## src/rtl/exe_stage_pkg.sv

```systemverilog
// Shared types and encodings for the RV32IM execute stage: ALU/M-extension opcodes,
// divider FSM states and the packed inter-stage bus layouts.
package exe_stage_pkg;

   localparam int ID_EXE_BUS_W  = 164;
   localparam int EXE_MEM_BUS_W = 187;
   localparam int ES_FWD_BUS_W  = 39;

   typedef enum logic [4:0] {
      ALU_ADD   = 5'd0,
      ALU_SUB   = 5'd1,
      ALU_SLL   = 5'd2,
      ALU_SLT   = 5'd3,
      ALU_SLTU  = 5'd4,
      ALU_XOR   = 5'd5,
      ALU_SRL   = 5'd6,
      ALU_SRA   = 5'd7,
      ALU_OR    = 5'd8,
      ALU_AND   = 5'd9,
      ALU_COPY1 = 5'd10,
      ALU_COPY2 = 5'd11
   } alu_fn_e;

   typedef enum logic [2:0] {
      MD_MUL    = 3'd0,
      MD_MULH   = 3'd1,
      MD_MULHSU = 3'd2,
      MD_MULHU  = 3'd3,
      MD_DIV    = 3'd4,
      MD_DIVU   = 3'd5,
      MD_REM    = 3'd6,
      MD_REMU   = 3'd7
   } md_op_e;

   localparam logic [2:0] WB_SEL_ALU = 3'd0;
   localparam logic [2:0] WB_SEL_MEM = 3'd1;
   localparam logic [2:0] WB_SEL_PC4 = 3'd2;
   localparam logic [2:0] WB_SEL_CSR = 3'd3;

   typedef enum logic [1:0] {
      DIV_IDLE = 2'd0,
      DIV_BUSY = 2'd1,
      DIV_DONE = 2'd2
   } div_state_e;

   typedef struct packed {
      logic        md_en;
      logic [2:0]  md_op;
      logic [4:0]  alu_fn;
      logic [31:0] op1;
      logic [31:0] op2;
      logic [4:0]  rd;
      logic        rd_wen;
      logic        mem_we;
      logic        mem_re;
      logic [2:0]  wb_sel;
      logic [31:0] pc;
      logic [31:0] rs2_data;
      logic [3:0]  csr_cmd;
      logic [11:0] csr_addr;
   } id_exe_bus_t;

   typedef struct packed {
      logic [31:0] alu_result;
      logic [4:0]  rd;
      logic        rd_wen;
      logic        mem_we;
      logic        mem_re;
      logic [2:0]  wb_sel;
      logic [31:0] pc;
      logic [31:0] wb_mem_data;
      logic [3:0]  csr_cmd;
      logic [11:0] csr_addr;
      logic [31:0] op1_data;
      logic [31:0] mem_rd_data;
   } exe_mem_bus_t;

   function automatic logic [31:0] neg_if(input logic neg, input logic [31:0] v);
      return neg ? (~v + 32'd1) : v;
   endfunction

endpackage

```

## src/rtl/exe_stage_div_iter.sv

```systemverilog
// Iterative restoring divider for DIV/DIVU/REM/REMU: one quotient bit per cycle on
// operand magnitudes, sign fix-up on the final iteration, RISC-V special cases short-cut.
module div_iter
   import exe_stage_pkg::*;
#(
   parameter int DIV_ITERS = 32
) (
   input  logic        clk,
   input  logic        rst_n,
   input  logic        start,
   input  logic        is_signed,
   input  logic [31:0] dividend,
   input  logic [31:0] divisor,
   input  logic        accept,
   output logic        done,
   output logic [31:0] quotient,
   output logic [31:0] remainder
);
   // state    | meaning
   // DIV_IDLE | waiting for a divide in the stage; special cases go straight to DONE
   // DIV_BUSY | shift-subtract iterations, count 0..DIV_ITERS-1
   // DIV_DONE | result held until mem_stage takes the instruction

   localparam int CNT_W = $clog2(DIV_ITERS);

   div_state_e         state_q, state_d;
   logic [CNT_W-1:0]   count_q;
   logic [31:0]        quo_q, rem_q, dvs_q;
   logic               neg_q_q, neg_r_q;

   logic               div_zero, div_ovf, special, last_iter;
   logic               dividend_neg, divisor_neg;
   logic [31:0]        dd_mag, ds_mag;
   logic [32:0]        shifted, diff;
   logic               ge;
   logic [31:0]        rem_nx, quo_nx;

   assign div_zero     = (divisor == 32'd0);
   assign div_ovf      = is_signed & (dividend == 32'h8000_0000) & (divisor == 32'hFFFF_FFFF);
   assign special      = div_zero | div_ovf;
   assign dividend_neg = is_signed & dividend[31];
   assign divisor_neg  = is_signed & divisor[31];
   assign dd_mag       = neg_if(dividend_neg, dividend);
   assign ds_mag       = neg_if(divisor_neg, divisor);
   assign last_iter    = (count_q == CNT_W'(DIV_ITERS - 1));

   assign shifted = {rem_q, quo_q[31]};
   assign diff    = shifted - {1'b0, dvs_q};
   assign ge      = (shifted >= {1'b0, dvs_q});
   assign rem_nx  = ge ? diff[31:0] : shifted[31:0];
   assign quo_nx  = {quo_q[30:0], ge};

   always_ff @(posedge clk or negedge rst_n) begin
      if (!rst_n) state_q <= DIV_IDLE;
      else        state_q <= state_d;
   end

   always_comb begin
      state_d = state_q;
      unique case (state_q)
         DIV_IDLE: if (start)     state_d = special ? DIV_DONE : DIV_BUSY;
         DIV_BUSY: if (last_iter) state_d = DIV_DONE;
         DIV_DONE: if (accept)    state_d = DIV_IDLE;
         default:                 state_d = DIV_IDLE;
      endcase
   end

   always_comb begin
      done = (state_q == DIV_DONE);
   end

   always_ff @(posedge clk or negedge rst_n) begin
      if (!rst_n) begin
         count_q <= '0;
         quo_q   <= '0;
         rem_q   <= '0;
         dvs_q   <= '0;
         neg_q_q <= 1'b0;
         neg_r_q <= 1'b0;
      end else begin
         unique case (state_q)
            DIV_IDLE: begin
               if (start) begin
                  count_q <= '0;
                  if (div_zero) begin
                     quo_q <= 32'hFFFF_FFFF;
                     rem_q <= dividend;
                  end else if (div_ovf) begin
                     quo_q <= 32'h8000_0000;
                     rem_q <= 32'd0;
                  end else begin
                     quo_q   <= dd_mag;
                     rem_q   <= 32'd0;
                     dvs_q   <= ds_mag;
                     neg_q_q <= dividend_neg ^ divisor_neg;
                     neg_r_q <= dividend_neg;
                  end
               end
            end
            DIV_BUSY: begin
               count_q <= count_q + 1'b1;
               if (last_iter) begin
                  quo_q <= neg_if(neg_q_q, quo_nx);
                  rem_q <= neg_if(neg_r_q, rem_nx);
               end else begin
                  quo_q <= quo_nx;
                  rem_q <= rem_nx;
               end
            end
            default: ;
         endcase
      end
   end

   assign quotient  = quo_q;
   assign remainder = rem_q;

endmodule

```

## src/rtl/exe_stage.sv

```systemverilog
// RV32IM execute stage: latches the decode bus, runs the ALU and single-cycle multiplier,
// drives the data-memory read address and stalls on the iterative divider.
module exe_stage
   import exe_stage_pkg::*;
#(
   parameter int DIV_ITERS = 32
) (
   input  logic                     clk,
   input  logic                     rst_n,
   input  logic [ID_EXE_BUS_W-1:0]  id_exe_bus_in,
   input  logic                     ds_to_es_valid,
   output logic                     es_allowin,
   input  logic                     ms_allowin,
   output logic                     es_to_ms_valid,
   output logic [EXE_MEM_BUS_W-1:0] exe_mem_bus_out,
   output logic [31:0]              dmem_raddr,
   input  logic [31:0]              dmem_rdata,
   output logic [ES_FWD_BUS_W-1:0]  es_fwd_bus
);

   id_exe_bus_t  bus_q;
   exe_mem_bus_t out_s;
   logic         es_valid, es_ready_go, is_mul, div_done;
   logic [31:0]  alu_out, md_result, alu_result, div_quo, div_rem;
   logic [4:0]   shamt;
   logic [32:0]  mul_a, mul_b;
   logic signed [63:0] prod;

   assign is_mul         = bus_q.md_en & ~bus_q.md_op[2];
   assign es_ready_go    = ~bus_q.md_en | div_done | is_mul;
   assign es_allowin     = ~es_valid | (es_ready_go & ms_allowin);
   assign es_to_ms_valid = es_valid & es_ready_go;

   always_ff @(posedge clk or negedge rst_n) begin
      if (!rst_n) begin
         es_valid <= 1'b0;
         bus_q    <= '0;
      end else begin
         if (es_allowin) es_valid <= ds_to_es_valid;
         if (es_allowin & ds_to_es_valid) bus_q <= id_exe_bus_in;
      end
   end

   assign shamt = bus_q.op2[4:0];

   always_comb begin
      alu_out = 32'd0;
      case (bus_q.alu_fn)
         ALU_ADD:   alu_out = bus_q.op1 + bus_q.op2;
         ALU_SUB:   alu_out = bus_q.op1 - bus_q.op2;
         ALU_SLL:   alu_out = bus_q.op1 << shamt;
         ALU_SLT:   alu_out = {31'd0, $signed(bus_q.op1) < $signed(bus_q.op2)};
         ALU_SLTU:  alu_out = {31'd0, bus_q.op1 < bus_q.op2};
         ALU_XOR:   alu_out = bus_q.op1 ^ bus_q.op2;
         ALU_SRL:   alu_out = bus_q.op1 >> shamt;
         ALU_SRA:   alu_out = $unsigned($signed(bus_q.op1) >>> shamt);
         ALU_OR:    alu_out = bus_q.op1 | bus_q.op2;
         ALU_AND:   alu_out = bus_q.op1 & bus_q.op2;
         ALU_COPY1: alu_out = bus_q.op1;
         ALU_COPY2: alu_out = bus_q.op2;
         default:   alu_out = 32'd0;
      endcase
   end

   // 33-bit operands let one signed multiplier cover MULH, MULHSU and MULHU.
   assign mul_a = {(bus_q.md_op != MD_MULHU) & bus_q.op1[31], bus_q.op1};
   assign mul_b = {((bus_q.md_op == MD_MUL) | (bus_q.md_op == MD_MULH)) & bus_q.op2[31], bus_q.op2};
   assign prod  = $signed(mul_a) * $signed(mul_b);

   div_iter #(.DIV_ITERS(DIV_ITERS)) u_div (
      .clk       (clk),
      .rst_n     (rst_n),
      .start     (es_valid & bus_q.md_en & bus_q.md_op[2]),
      .is_signed (~bus_q.md_op[0]),
      .dividend  (bus_q.op1),
      .divisor   (bus_q.op2),
      .accept    (es_to_ms_valid & ms_allowin),
      .done      (div_done),
      .quotient  (div_quo),
      .remainder (div_rem)
   );

   always_comb begin
      md_result = 32'd0;
      case (bus_q.md_op)
         MD_MUL:                      md_result = prod[31:0];
         MD_MULH, MD_MULHSU, MD_MULHU: md_result = prod[63:32];
         default:                     md_result = bus_q.md_op[1] ? div_rem : div_quo;
      endcase
   end

   assign alu_result = bus_q.md_en ? md_result : alu_out;
   assign dmem_raddr = alu_out;

   always_comb begin
      out_s.alu_result  = alu_result;
      out_s.rd          = bus_q.rd;
      out_s.rd_wen      = bus_q.rd_wen;
      out_s.mem_we      = bus_q.mem_we;
      out_s.mem_re      = bus_q.mem_re;
      out_s.wb_sel      = bus_q.wb_sel;
      out_s.pc          = bus_q.pc;
      out_s.wb_mem_data = bus_q.rs2_data;
      out_s.csr_cmd     = bus_q.csr_cmd;
      out_s.csr_addr    = bus_q.csr_addr;
      out_s.op1_data    = bus_q.op1;
      out_s.mem_rd_data = dmem_rdata;
   end

   assign exe_mem_bus_out = out_s;
   assign es_fwd_bus      = {es_valid, bus_q.rd_wen, bus_q.rd, alu_result};

endmodule

```

## config.mk

```make
export PLATFORM = sky130hd
export DESIGN_NAME = exe_stage
export DESIGN_NICKNAME = d
export VERILOG_FILES = /design/src/rtl/exe_stage_pkg.sv /design/src/rtl/exe_stage_div_iter.sv /design/src/rtl/exe_stage.sv
export SDC_FILE = /design/constraint.sdc
export NUM_CORES = 2
export LEC_CHECK = 0
export BUFFER_PORTS_ARGS = -buffer_cell sky130_fd_sc_hd__buf_2
export CORE_ASPECT_RATIO = 1.5
export CORE_MARGIN = 2
export CORE_UTILIZATION = 54
export CTS_BUF_LIST = sky130_fd_sc_hd__clkbuf_4
export DETAILED_ROUTE_END_ITERATION = 10
export PLACE_DENSITY = 0.73
export SLEW_MARGIN = 0
export SYNTH_ARGS = -nofsm -noshare
export SYNTH_HDL_FRONTEND = slang
export SYNTH_SLANG_ARGS = --single-unit
```

## constraint.sdc

```tcl
create_clock -name clk -period 12.8 [get_ports clk]
set_clock_uncertainty 0.15 [all_clocks]
set_input_delay 1.28 -clock clk [delete_from_list [all_inputs] [get_ports clk]]
set_output_delay 1.28 -clock clk [all_outputs]
set_load 0.01 [all_outputs]
```

==> out/results.txt <==
port bufs: 395
FF-to-FF path depth: 18
Final Non-Filler Cells: 9110
max-slew violation count: 1
drt first-iter violations: 6601
Clock transition at path regs: 0.08 ns
starting density of the core: 54.4%
die height: 425 um
Placement Rows: 154
CTS root buffer: clkbuf_4
crit share post-route: 98.3%
Post-DP HPWL: 216000 um
RSZ-0062 raised after global routing: false
final setup fails: 0
largest net degree at the start of global routing: 126
# hold bufs at CTS: 0
Yosys cell types: 98
CP Class: reg2out
Worst R2R Setup Slack: 7.03 ns
FF+latch count, synth: 270
sequential area share after synthesis: 10.6%
Avg Cell Area, Syn: 8.53 sq um
average via count per standard cell: 6.44
Synth Net Count: 9171
Max Clock Freq: 79.5 MHz
Final Cell Area: 67200 sq um
postcts setup bufs: 0
min cycle time layout: 12.58 ns
drt pass-1 iters: 10
# resized after CTS: 0
clock tree sinks: 270
Clock Path Buffers: 3
Core Area: 118000 sq um
Yosys warnings: 0
DR vias: 58.7k
crit path DAT: 11.15 ns
Placer Congestion: 1.10
area grow syn2layout: 5.08%
FILL cells: 10.6k
first-pass GRT wire length: 402000 um
Post-synth ARST share: 100%
data required time of the worst path: 11.37 ns
worst hold path class: in2async
wire per inst: 30.2 um
reg-to-reg critical path endpoint: u_div.remainder[20]
GR Overflow Total: 0
die area: 121000 sq um
synthesized area: 64000 sq um
vias in the first global route: 61.2k
Fin Hold WS: 0.0274 ns
Fin. Hold Viols: 0
critical path startpoint category: flip-flop
worst rel slew slack: -0.109%
final WL: 276000 um
H-tree levels: 3
Num CTS Buffers: 79
placed cell area: 66100 sq um
most common cell after layout, fill and taps aside: inv_1
Setup crit end kind: output pin
number of synthesized flops with an enable pin: 0
critical-path maximum fanout: 23
Detail Route Antenna Nets: 0
Worst Tran Pin Value: 1.49 ns
Cells after Synth: 7495
status: finished with violations
antenna violations before repair: 33
clk_lat worst skew: 1.07 ns
drt drc: 0
share of layout cells above drive strength 1: 13.1%
Tot GR Track Use: 46.0%
Max-cap violations: 1
# nets final: 9152
number of I/O pins: 460
Main synth FF type: dfrtp_1
most frequent cells in the layout: 1224 x inv_1, 1157 x nand2_1, 1128 x fa_1
Die W: 285 um
CTS tree: yes
failing checks: max-capacitance violations, max-slew violations
placed cells: 8952
setup tns final: 0 ns
worst r2r src: u_div.quotient[31]
## area by class of cell
cell class	instances	area, sq um	area share [%]
multi-input cells	5274	49200	73.2
diodes	20	50.0	0.0745
clock inverters	35	235	0.350
clock buffers	100	751	1.12
well taps	1560	1950	2.90
flip-flops and latches	270	6800	10.1
repair buffers	588	3460	5.16
inverters	1263	4740	7.05
## cells by family (layout without fill, tap and decap cells)
| family | Yosys count | after routing | share of synthesized area, % |
|---|---|---|---|
| xor gates and xnor gates | 206 | 206 | 2.82 |
| other | 0 | 20 | 0 |
| muxes | 226 | 226 | 5.00 |
| buffers and inverters | 1951 | 1986 | 12.7 |
| and+or+nand+nor | 2134 | 2134 | 14.1 |
| AOI/OAI and AO/OA | 1232 | 1232 | 12.7 |
| adders and majority gates | 1476 | 1476 | 42.1 |
| DFF | 270 | 270 | 10.6 |
## per-stage QoR
stage,util [%],worst slack [ns]
5_1_grt,57.1,0.123
3_3_place_gp,56.2,1.19
2_1_floorplan,-,1.90
3_5_place_dp,56.2,1.54
6_report,57.2,0.216
4_1_cts,57.1,0.351
## worst max-delay path by stage
stage | from | end | slack (ns) | cells after the start
4_1_cts | exe_mem_bus_out[42] | es_fwd_bus[11] | 0.35 | 26
2_1_floorplan | bus_q[92] | exe_mem_bus_out[185] | 1.90 | 32
3_5_place_dp | exe_mem_bus_out[42] | es_fwd_bus[11] | 1.54 | 26
5_1_grt | exe_mem_bus_out[42] | es_fwd_bus[11] | 0.12 | 26
6_report | exe_mem_bus_out[42] | es_fwd_bus[11] | 0.22 | 26
3_3_place_gp | bus_q[95] | es_fwd_bus[11] | 1.19 | 27
## state kept, by name, summed over array words and instances (netlist names), 2 cells and up
register	count
u_div.remainder	32
u_div.state_q	2
exe_mem_bus_out	117
u_div.dvs_q	32
u_div.count_q	5
bus_q	41
es_fwd_bus	6
u_div.quotient	32
## Yosys cell counts (49+ instances only)
master	count	area [sq um]
nand2_1	1157	4340
xor2_1	54	473
a21o_1	49	368
ha_1	348	4350
o211ai_1	71	533
mux2_2	113	1270
mux4_2	63	1420
mux2i_1	49	490
nor2_1	546	2050
inv_1	1225	4600
buf_1	109	409
xnor2_1	152	1330
nor3_1	93	465
a31oi_1	58	363
clkbuf_1	365	1370
fa_1	1128	22600
nand3_1	69	345
buf_4	197	1480
a21oi_1	259	1300
o21ai_0	338	1690
dfrtp_1	270	6760
## routing by layer
metal  part of all wire (%)  wire length, um  GRT usage [%]
met3                     11            30800           14.4
met5                  0.034               93              0
met2                     45           124000           71.9
met1                     32            87300           49.3
met4                     12            33100           43.4
## critical path, cell delays in order, from the launching register on
cell,delay [ns]
dfrtp_2,0.85
buf_4,0.54
ha_1,0.44
inv_1,0.10
fa_1,0.49
inv_1,0.05
fa_1,0.45
fa_1,0.52
fa_1,0.45
fa_1,0.51
fa_1,0.55
inv_1,0.05
fa_1,0.47
inv_1,0.05
fa_1,0.43
ha_1,0.37
o21a_1,0.21
o21ai_0,0.20
a21oi_1,0.16
o21ai_0,0.62
o31ai_1,0.23
a221oi_1,0.56
o2111ai_1,0.30
a31oi_1,0.34
xor2_1,0.10
o21ai_0,0.70
buf_2,0.27
Power is left out: the tool's default activity adds up to more than one toggle a clock period on the data nets, which glitch-free logic cannot reach.
